[config.mk]
export PLATFORM = sky130hd
export DESIGN_NAME = id_ex_pipe
export DESIGN_NICKNAME = d
export VERILOG_FILES = /design/src/rtl/id_ex_pipe_pkg.sv /design/src/rtl/id_ex_pipe_fwd_mux.sv /design/src/rtl/id_ex_pipe.sv
export SDC_FILE = /design/constraint.sdc
export NUM_CORES = 1
export LEC_CHECK = 0
export CORE_AREA = 2 2 411 413
export CTS_CLUSTER_DIAMETER = 120
export DETAILED_ROUTE_END_ITERATION = 8
export DIE_AREA = 0 0 413 415
export PLACE_DENSITY = 0.32
export SYNTH_ARGS = -nofsm -noshare
export SYNTH_HDL_FRONTEND = slang
export SYNTH_HIERARCHICAL = 1
export SYNTH_SLANG_ARGS = --single-unit
[constraint.sdc]
create_clock -name clk -period 1.76 [get_ports clk]
set_input_delay 0.264 -clock clk [delete_from_list [all_inputs] [get_ports clk]]
set_output_delay 0.264 -clock clk [all_outputs]
set_load 0.02 [all_outputs]
[src/rtl/id_ex_pipe_pkg.sv]
// Shared pipeline constants for the ID/EX stage: widths, the NOP encoding and
// the forwarding-unit operand select codes.
package id_ex_pipe_pkg;

  localparam int INS_W        = 32;
  localparam int DEC_W        = 22;
  localparam int DEC_REGWRITE = 21;

  localparam logic [INS_W-1:0] NOP_INS = 32'h00000013;

  localparam logic [2:0] FWD_RF      = 3'd0;
  localparam logic [2:0] FWD_MEM     = 3'd1;
  localparam logic [2:0] FWD_WB_ALU  = 3'd2;
  localparam logic [2:0] FWD_WB_LD   = 3'd3;
  localparam logic [2:0] FWD_TMP_LD  = 3'd4;
  localparam logic [2:0] FWD_TMP_ALU = 3'd5;

endpackage

[src/rtl/id_ex_pipe_fwd_mux.sv]
// Six-source operand selector driven by a forwarding code; reserved codes
// fall back to the register-file value.
module fwd_mux
  import id_ex_pipe_pkg::*;
#(
  parameter int XLEN = 64
) (
  input  logic [2:0]      code,
  input  logic [XLEN-1:0] rf_val,
  input  logic [XLEN-1:0] mem_alu,
  input  logic [XLEN-1:0] wb_alu,
  input  logic [XLEN-1:0] wb_ld,
  input  logic [XLEN-1:0] tmp_ld,
  input  logic [XLEN-1:0] tmp_alu,
  output logic [XLEN-1:0] op_val
);

  always_comb begin
    op_val = rf_val;
    case (code)
      FWD_MEM:     op_val = mem_alu;
      FWD_WB_ALU:  op_val = wb_alu;
      FWD_WB_LD:   op_val = wb_ld;
      FWD_TMP_LD:  op_val = tmp_ld;
      FWD_TMP_ALU: op_val = tmp_alu;
      default:     op_val = rf_val;
    endcase
  end

endmodule

[src/rtl/id_ex_pipe.sv]
// ID/EX pipeline register with EX operand forwarding and the WB_temp register
// that keeps the previous cycle's WB stage visible to the forwarding unit.
module id_ex_pipe
  import id_ex_pipe_pkg::*;
#(
  parameter int         XLEN    = 64,
  parameter logic [31:0] NOP_INS = 32'h00000013
) (
  input  logic            clk,
  input  logic            rstn,
  input  logic [31:0]     id_ins,
  input  logic [21:0]     id_decode,
  input  logic [XLEN-1:0] id_pc,
  input  logic [XLEN-1:0] id_imm,
  input  logic [XLEN-1:0] id_rs1_data,
  input  logic [XLEN-1:0] id_rs2_data,
  input  logic            flush,
  input  logic            stall,
  input  logic [2:0]      forward_signal1,
  input  logic [2:0]      forward_signal2,
  input  logic [XLEN-1:0] mem_alu_result,
  input  logic [31:0]     wb_ins,
  input  logic [21:0]     wb_decode,
  input  logic [XLEN-1:0] wb_alu_result,
  input  logic [XLEN-1:0] wb_load_data,
  output logic [31:0]     ex_ins,
  output logic [21:0]     ex_decode,
  output logic [XLEN-1:0] ex_pc,
  output logic [XLEN-1:0] ex_imm,
  output logic [XLEN-1:0] ex_rs1_val,
  output logic [XLEN-1:0] ex_rs2_val,
  output logic            ex_bubble,
  output logic            id_hold,
  output logic [31:0]     wb_temp_ins,
  output logic [21:0]     wb_temp_decode,
  output logic [XLEN-1:0] wb_temp_alu,
  output logic [XLEN-1:0] wb_temp_load
);

  localparam int NUM_OPS = 2;

  logic [INS_W-1:0] ex_ins_q, ex_ins_d;
  logic [DEC_W-1:0] ex_decode_q, ex_decode_d;
  logic [XLEN-1:0]  ex_pc_q, ex_pc_d, ex_imm_q, ex_imm_d;
  logic [NUM_OPS-1:0][XLEN-1:0] rs_q, rs_d, op_val;
  logic [NUM_OPS-1:0][2:0]      fwd_code;

  logic [INS_W-1:0] wb_temp_ins_q, wb_temp_ins_d;
  logic [DEC_W-1:0] wb_temp_decode_q, wb_temp_decode_d;
  logic [XLEN-1:0]  wb_temp_alu_q, wb_temp_alu_d, wb_temp_load_q, wb_temp_load_d;

  // Flush outranks stall so a squashed instruction never lingers in EX.
  always_comb begin
    ex_ins_d    = ex_ins_q;
    ex_decode_d = ex_decode_q;
    ex_pc_d     = ex_pc_q;
    ex_imm_d    = ex_imm_q;
    rs_d        = rs_q;
    if (flush) begin
      ex_ins_d    = NOP_INS;
      ex_decode_d = '0;
      ex_pc_d     = '0;
      ex_imm_d    = '0;
      rs_d        = '0;
    end else if (!stall) begin
      ex_ins_d    = id_ins;
      ex_decode_d = id_decode;
      ex_pc_d     = id_pc;
      ex_imm_d    = id_imm;
      rs_d[0]     = id_rs1_data;
      rs_d[1]     = id_rs2_data;
    end
  end

  always_comb begin
    wb_temp_ins_d    = wb_ins;
    wb_temp_decode_d = wb_decode;
    wb_temp_alu_d    = wb_alu_result;
    wb_temp_load_d   = wb_load_data;
  end

  always_ff @(posedge clk or negedge rstn) begin
    if (!rstn) begin
      ex_ins_q         <= NOP_INS;
      ex_decode_q      <= '0;
      ex_pc_q          <= '0;
      ex_imm_q         <= '0;
      rs_q             <= '0;
      wb_temp_ins_q    <= NOP_INS;
      wb_temp_decode_q <= '0;
      wb_temp_alu_q    <= '0;
      wb_temp_load_q   <= '0;
    end else begin
      ex_ins_q         <= ex_ins_d;
      ex_decode_q      <= ex_decode_d;
      ex_pc_q          <= ex_pc_d;
      ex_imm_q         <= ex_imm_d;
      rs_q             <= rs_d;
      wb_temp_ins_q    <= wb_temp_ins_d;
      wb_temp_decode_q <= wb_temp_decode_d;
      wb_temp_alu_q    <= wb_temp_alu_d;
      wb_temp_load_q   <= wb_temp_load_d;
    end
  end

  assign fwd_code[0] = forward_signal1;
  assign fwd_code[1] = forward_signal2;

  for (genvar g = 0; g < NUM_OPS; g++) begin : g_op
    fwd_mux #(.XLEN(XLEN)) u_fwd_mux (
      .code    (fwd_code[g]),
      .rf_val  (rs_q[g]),
      .mem_alu (mem_alu_result),
      .wb_alu  (wb_alu_result),
      .wb_ld   (wb_load_data),
      .tmp_ld  (wb_temp_load_q),
      .tmp_alu (wb_temp_alu_q),
      .op_val  (op_val[g])
    );
  end

  assign ex_ins         = ex_ins_q;
  assign ex_decode      = ex_decode_q;
  assign ex_pc          = ex_pc_q;
  assign ex_imm         = ex_imm_q;
  assign ex_rs1_val     = op_val[0];
  assign ex_rs2_val     = op_val[1];
  assign ex_bubble      = stall;
  assign id_hold        = stall & ~flush;
  assign wb_temp_ins    = wb_temp_ins_q;
  assign wb_temp_decode = wb_temp_decode_q;
  assign wb_temp_alu    = wb_temp_alu_q;
  assign wb_temp_load   = wb_temp_load_q;

endmodule

# Word-level counts from Yosys, hierarchy flattened
# Index checks and enable logic that the tools add are counted.
# word_totals
register_bits,492
elab_cells,35
# classes
n_eq_ne,11
muxes,12
n_bitwise,2
# ops
op,n
64-bit case mux with 5 select lines,2
128-bit two-way mux,2
64-bit two-way mux,4
32-bit two-way mux,2
22-bit two-way mux,2
3-bit by 2-bit equality test with 1-bit output (second input constant),4
3-bit equality test (second input constant),4
3-bit by 1-bit equality test with 1-bit output (second input constant),2
2-bit inequality test (second input constant),1
1-bit AND,1
1-bit NOT,1

# Logic depth before layout (Yosys ltp)
# Gate-level depths: netlist of the first run.
# depth
word_depth,2
ltp_mapped,7

# Hierarchy
# Netlist of the first run, hierarchy kept.
# modules_own_cells
module,instances,cells_per_inst,area_per_inst_um2
id_ex_pipe,1,1184,17413.0
fwd_mux,2,533,3626.0

# Least setup slack after synthesis of the first run
# Ideal clock, no wire load.
# synth_path
path_kind,input-to-output
start,in forward_signal1[0]
end,out ex_rs1_val[31]
arrival_time_ns,1.455
slack_ns,0.041
cell_stages,6
n_path_buf,4
path_cell_list,buf_6 > buf_2 > buf_2 > buf_2 > a211o_1 > a21oi_1
# synth_via
elab_chain_len,2
word_cells_on_any_way,6
cone_classes,eq/ne (5); mux (1)
# synth_rtl
item,line_no,text
start: declaration,id_ex_pipe.sv:19,"input logic [2:0] forward_signal1,"
"3-bit equality test, or another cell as far along",id_ex_pipe_fwd_mux.sv:20,case (code)
64-bit case mux with 5 select lines (*),id_ex_pipe_fwd_mux.sv:20,
end: declaration,id_ex_pipe.sv:30,"output logic [XLEN-1:0] ex_rs1_val,"
# Every way passes the cells marked *; elsewhere a longest branch is shown, timed or not.

# Worst setup path after layout of the first run
# layout_path
start,"reg wb_temp_load_q[57], in the netlist wb_temp_load[57]"
end,out ex_rs2_val[57]
# layout_via
elab_chain_len,1
# layout_rtl
item,line_no,text
start: declaration,id_ex_pipe.sv:50,"logic [XLEN-1:0] wb_temp_alu_q, wb_temp_alu_d, wb_temp_load_q, wb_temp_load_d;"
start signal: assignment,id_ex_pipe.sv:102,wb_temp_load_q <= wb_temp_load_d;
64-bit case mux with 5 select lines,id_ex_pipe_fwd_mux.sv:20,
end: declaration,id_ex_pipe.sv:31,"output logic [XLEN-1:0] ex_rs2_val,"
# Every way passes these cells.

==> impl_metrics.json, run 1 <==
{
  "ir_drop_v": 0.0007009,
  "drt-wirelength-per-cell_microns": 25.54,
  "h-tree-depth": 3,
  "setup_violations": 131,
  "grt-busiest-layer": "met2",
  "synth_edf_count": 0,
  "crit_type": "register to output pin",
  "ys.flop_type": "dfrtp_1",
  "ys_seq_area_share_pct": 49.95,
  "power.density_nw_per_um2": 846.4,
  "rr_worst_depth": 3,
  "die_width_microns": 413,
  "syn_area_per_cell_sq_um": 10.96,
  "status": "finished with violations",
  "num_io_pins": 1060,
  "relSlewSlack_pct": 63.43,
  "clock_latency_ns": 0.67,
  "overflow": 0,
  "skew_ns": 0,
  "fp.dieH_microns": 415,
  "numCtsBuffers": 75,
  "drc": 0,
  "finalNetCount": 4311,
  "grt_pass1_vias": 26160,
  "fin_area_sq_um": 45940,
  "antenna_found_initial": 38,
  "rows": 150,
  "use_met1_pct": 20.09,
  "vias": 24280,
  "cts_buffer_depth": 3,
  "fin_crit_ns": 2.610,
  "fillers": 17650,
  "p_leak_nw": 21.21,
  "drt-total-wl_microns": 153800,
  "cts_tree": "built",
  "drt-initial-drc-count": 1427,
  "async_flop_share_pct": 100.0,
  "netlist-cell-type-count": 38,
  "gp_congestion": 0.8163,
  "use_met2_pct": 30.61,
  "dp_hpwl_microns": 120700,
  "portBuffers": 1059,
  "fin_ws_ns": -0.8497,
  "avgViaCountPerCell": 4.033,
  "violations": "setup timing",
  "worst_pin_slew_ns": 0.5486,
  "drt_pass1_iterations": 8,
  "drv_slew": 0,
  "grtUsageTotal_pct": 17.35,
  "netlist_area_sq_um": 24660,
  "start_kind": "register",
  "cts_num_sinks": 492,
  "max-cap-violations": 0,
  "initial_utilization_pct": 14.80,
  "ys_ff_latch": 492,
  "stdcell_count": 6020,
  "use_met3_pct": 5.620,
  "grt_first_pass_wirelength_microns": 211600,
  "syn-num-nets": 2816,
  "critPathMaxFanout": 2,
  "worstHoldPathType": "input port to async pin",
  "finalHoldViolCount": 0,
  "required_ns": 1.50,
  "grt_max_degree": 77,
  "cp-end-kind": "output pin",
  "drive_gt1_share_pct": 30.57,
  "syn_inst": 2250,
  "cts_root_buf": "clkbuf_16",
  "dp.cells": 5755,
  "yosysWarnings": 6,
  "coreArea_sq_um": 166700,
  "final.period_utilization_pct": 148.3,
  "clk_pin_slew_worst_paths_ns": 0.06,
  "ant_nets": 0,
  "place_area_sq_um": 40820,
  "area_growth_pct": 86.27,
  "worstPathArrival_ns": 2.35,
  "tns_ns": -55.34,
  "die-area_sq_um": 171400,
  "rsz0062_at_grt": "yes",
  "fmax_ghz": 0.3832
}
[per-layer routing]
metal  share of wire (%)  vias to the layer above
li1                    -                    11160
met1                  40                    12040
met2                  50                      855
met3                 7.9                      197
met4                 2.1                       28
met5                0.11                        -
[final timing paths]
check / start / endpoint / slack, ns
min in group clk: flush / ex_pc[37] / 0.08
min: rstn / wb_temp_alu[3] / 0.05
max in group asynchronous: rstn / wb_temp_ins[1] / 0.86
min reg2reg: ex_decode[18] / ex_decode[18] / 0.51
max: wb_temp_load[57] / ex_rs2_val[57] / -0.85
max reg2reg: rs_q[73] / rs_q[73] / 0.93
[registers in the layout (all words and copies together) (netlist names)]
signal,cells
ex_imm,64
wb_temp_load,64
wb_temp_decode,22
wb_temp_ins,32
wb_temp_alu,64
ex_ins,32
ex_pc,64
rs_q,128
ex_decode,22
[logic make-up (layout without fill, tap and decap cells)]
kind of cell	Yosys count	count (layout)	share of synthesized area (%)
buf+inv	239	1797	6.975
compound gates	611	611	18.15
flops	492	492	49.95
simple gates	551	551	10.23
other cells	0	8	0
mux	357	357	14.70
[cells in the final DEF, fill, tap and decap left out, types with 27 or more instances in the layout]
master | Yosys | layout
clkdlybuf4s50_1 | 0 | 557
dfrtp_1 | 486 | 479
buf_4 | 13 | 377
mux2i_1 | 333 | 332
nor2_1 | 333 | 331
buf_6 | 19 | 237
dlygate4sd2_1 | 0 | 135
a22oi_1 | 82 | 82
a21o_1 | 82 | 82
a222oi_1 | 82 | 82
buf_12 | 31 | 81
o21a_1 | 82 | 79
clkbuf_16 | 0 | 76
nand2b_4 | 0 | 69
o21ai_1 | 82 | 69
clkdlybuf4s15_1 | 0 | 59
dlygate4sd3_1 | 0 | 57
buf_2 | 91 | 56
clkdlybuf4s15_2 | 0 | 54
nor2b_1 | 52 | 48
nand2b_1 | 104 | 35
a21oi_2 | 2 | 35
clkbuf_8 | 0 | 27
[cell type report]
cell class                      instances  area, sq um  area share (%)
Antenna cell                            8        20.02         0.04357
Clock inverter                         29        476.7           1.038
Clock buffer                          111         2262           4.924
Timing Repair Buffer                 1635        16350           35.58
Inverter                               22        82.58          0.1797
Sequential cell                       492        12330           26.83
Tap cell                             2204         2758           6.002
Multi-Input combinational cell       1519        11670           25.40
[report_power, final]
part	switching, W	internal (W)	leakage [nW]	total [W]
clock network	0.00653	0.0102	1.35	0.0167
registers	0.000413	0.0119	6.22	0.0124
logic	0.00492	0.00488	13.6	0.00980
total	0.0119	0.0270	21.2	0.0389
[synthesized netlist by cell type (11+ instances only)]
library cell | instances | share of area, %
a21oi_1 | 44 | 0.89
dfrtp_1 | 486 | 49
buf_12 | 31 | 2.5
buf_1 | 11 | 0.17
a22o_1 | 22 | 0.78
nand2_1 | 30 | 0.46
a211o_1 | 23 | 0.82
a22oi_1 | 82 | 2.5
o21ai_1 | 82 | 1.7
o32ai_1 | 20 | 0.71
mux2_2 | 22 | 1.0
a21o_1 | 82 | 2.5
buf_4 | 13 | 0.40
clkbuf_1 | 49 | 0.75
nor2b_1 | 52 | 1.3
nor3_1 | 24 | 0.49
a31oi_1 | 22 | 0.56
inv_1 | 22 | 0.33
buf_2 | 91 | 1.8
o21ai_0 | 24 | 0.49
o21bai_1 | 22 | 0.67
o211ai_1 | 20 | 0.61
mux2i_1 | 333 | 14
nand2b_1 | 104 | 2.6
o21a_1 | 82 | 2.5
nor2_1 | 333 | 5.1
buf_6 | 19 | 0.87
a222oi_1 | 82 | 3.3
[repair_timing]
item,CTS,global route
resized for setup,1695,158
endpoints found under the setup margin,488,159
hold buffers,57,1
setup buffers,84,21
endpoints found under the hold margin,510,1
pin swaps,170,69
cloned,3,1
[metrics by stage]
step           utilization, %  hold slack, ns  setup WS [ns]  total power (W)
2_1_floorplan               -        -0.03159        0.04113          0.01609
3_3_place_gp            24.49          0.1512         -1.084          0.02198
3_5_place_dp            24.49          0.1490         -1.018          0.02193
4_1_cts                 27.16        0.002555         -1.007          0.03963
5_1_grt                 27.57         0.02632        -0.9771          0.04070
6_report                27.57         0.05185        -0.8497          0.03889
[critical path: stages, from the launching register on]
cell      delay [ns]
dfrtp_1         0.39
buf_6           0.13
nand2b_4        0.12
a222oi_1        0.43
o21ai_2         0.23
o21a_4          0.21
buf_12          0.14
Note: power is estimated with default switching activity, not from simulation.
==> run 2: changes to the inputs <==
- CTS_BUF_LIST: unset -> sky130_fd_sc_hd__clkbuf_16
- GPL_TIMING_DRIVEN: unset -> 0
- SLEW_MARGIN: unset -> 20
==> run 2 against run 1 <==
The run ends with hold timing, setup timing left. Critical path depth down 1. First-iteration DRC count is 2.5% higher. Design area decreased by 5.8%. Maximum frequency increased by 3.4%.
==> impl_metrics.json, run 2 (same netlist as run 1, synthesis figures left out) <==
{
  "p_leak_nw": 19.49,
  "timing.rr.start": "rs_q[116]",
  "cts_num_sinks": 492,
  "worstHoldPathType": "input port to async pin",
  "area_growth_pct": 75.45,
  "setup_violations": 129,
  "crit_buf_inv": 1,
  "fin_crit_ns": 2.524,
  "cts_root_buf": "clkbuf_16",
  "drt-initial-drc-count": 1463,
  "ant_nets": 0,
  "hold-worst-slack_ns": -0.3934,
  "drt-wirelength-per-cell_microns": 30.79,
  "skew_ns": 0,
  "num_io_pins": 1060,
  "portBuffers": 1055,
  "use_met2_pct": 36.17,
  "dp.cells": 5515,
  "grt_first_pass_wirelength_microns": 241100,
  "cts_hold_buf": 57,
  "drive_gt1_share_pct": 26.27,
  "dp_hpwl_microns": 140800,
  "worst_pin_slew_ns": 1.076,
  "grt_max_degree": 82,
  "power.density_nw_per_um2": 847.4,
  "cts_tree": "built",
  "slowest_delay_ns": 0.51,
  "worstPathArrival_ns": 2.26,
  "rows": 150,
  "coreArea_sq_um": 166700,
  "worstReg2RegEnd": "rs_q[116]",
  "use_met1_pct": 22.91,
  "crit_chain": "nand2b_4 -> a222oi_1 -> o21ai_1 -> o21a_1 -> buf_6",
  "critPathMaxFanout": 3,
  "relSlewSlack_pct": 28.29,
  "cp-end-kind": "output pin",
  "final_common_cell": "clkdlybuf4s50_1",
  "vias": 24470,
  "stdcell_count": 5848,
  "final_util_pct": 25.97,
  "drt_pass1_iterations": 9,
  "h-tree-depth": 3,
  "use_met3_pct": 7.067,
  "clock_latency_ns": 0.68,
  "required_ns": 1.50,
  "violations": "hold timing, setup timing",
  "clk_pin_slew_worst_paths_ns": 0.05,
  "overflow": 0,
  "grt-busiest-layer": "met2",
  "finalNetCount": 4110,
  "ir_drop_v": 0.0006033,
  "die-area_sq_um": 171400,
  "max-cap-violations": 0,
  "rr_worst_depth": 3,
  "die_width_microns": 413,
  "avgViaCountPerCell": 4.184,
  "drv_slew": 0,
  "initial_utilization_pct": 14.80,
  "drc": 0,
  "rsz0062_at_grt": "yes",
  "grtUsageTotal_pct": 20.45,
  "gp_congestion": 0.8493,
  "drt-total-wl_microns": 180100,
  "antenna_found_initial": 66,
  "fmax_ghz": 0.3963,
  "status": "finished with violations",
  "fp.dieH_microns": 415,
  "final.period_utilization_pct": 143.4,
  "cp_slowest_cell": "a222oi_1",
  "start_kind": "register",
  "final_cell_mix": "557 x clkdlybuf4s50_1, 467 x dfrtp_1, 333 x mux2i_1",
  "r2r_slack_ns": 0.83,
  "fin_area_sq_um": 43280,
  "place_area_sq_um": 38160,
  "p_total_w": 0.03667,
  "crit_family": "compound AO/OA/AOI/OAI gates",
  "grt_pass1_vias": 26560,
  "top_register": "rs_q",
  "crit_type": "register to output pin",
  "cts_buffer_depth": 3,
  "numCtsBuffers": 76,
  "finalHoldViolCount": 67,
  "fin_ws_ns": -0.7635,
  "largest_reg_flops": 128
}
[run 2: cell count changes in the layout (fill, tap and decap cells not counted), sizes merged]
cell	delta
buf	-279
clkbuf	+29
inv	+17
clkinv	+24
bufinv	-6
dlymetal6s2s	-1
dlygate4sd2	-32
clkinvlp	+2
clkdlybuf4s15	+46
diode	+28
[run 2: worst max-delay path by stage]
| stage | startpoint | end | slack, ns | cells after the start |
|---|---|---|---|---|
| global route | wb_temp_load[63] | ex_rs2_val[63] | -0.93 | 5 |
| CTS | wb_temp_load[63] | ex_rs2_val[63] | -0.85 | 5 |
| global placement | rstn | ex_ins[12] | -26.95 | 1 |
| detailed placement | forward_signal1[2] | ex_rs1_val[21] | -2.48 | 9 |
| floorplan | forward_signal1[0] | ex_rs1_val[31] | 0.04 | 6 |
| finish | wb_temp_load[1] | ex_rs2_val[1] | -0.76 | 5 |
[run 2: through the flow]
| step | setup TNS [ns] | setup WS (ns) |
|---|---|---|
| finish | -53.43 | -0.7635 |
| detailed placement | -291.79 | -2.481 |
| CTS | -63.99 | -0.8487 |
| global route | -69.99 | -0.9259 |
| floorplan | 0 | 0.04113 |
| global placement | - | -26.95 |
[run 2: layer usage]
layer / routed length, microns / share of wire [%]
met4: 4682 / 2.6
met1: 68600 / 38
met3: 15040 / 8.4
met2: 91480 / 51
met5: 240 / 0.13
[run 2: cell type report]
type                    instances  area [sq um]
fillers                     17940        123400
flip-flops and latches        492         12340
repair buffers               1221         12000
multi-input cells            1519         11580
well taps                    2204          2758
plain buffers                 212          2043
clock buffers                  76          1902
clock inverters                66         475.5
diodes                         36         90.09
inverters                      22         82.58
[run 2: where the power goes]
part / internal (W) / total (W) / switching [W]
Combinational: 0.00430 / 0.00942 / 0.00513
Sequential: 0.0119 / 0.0124 / 0.000450
Clock: 0.00825 / 0.0149 / 0.00661
[run 2: what timing repair did]
item,in CTS,in global routing
gates cloned,5,0
pin swaps,142,82
buffers inserted,75,25
endpoints found under the hold margin,126,67
resized for setup,2028,180
endpoints found under the setup margin,493,165
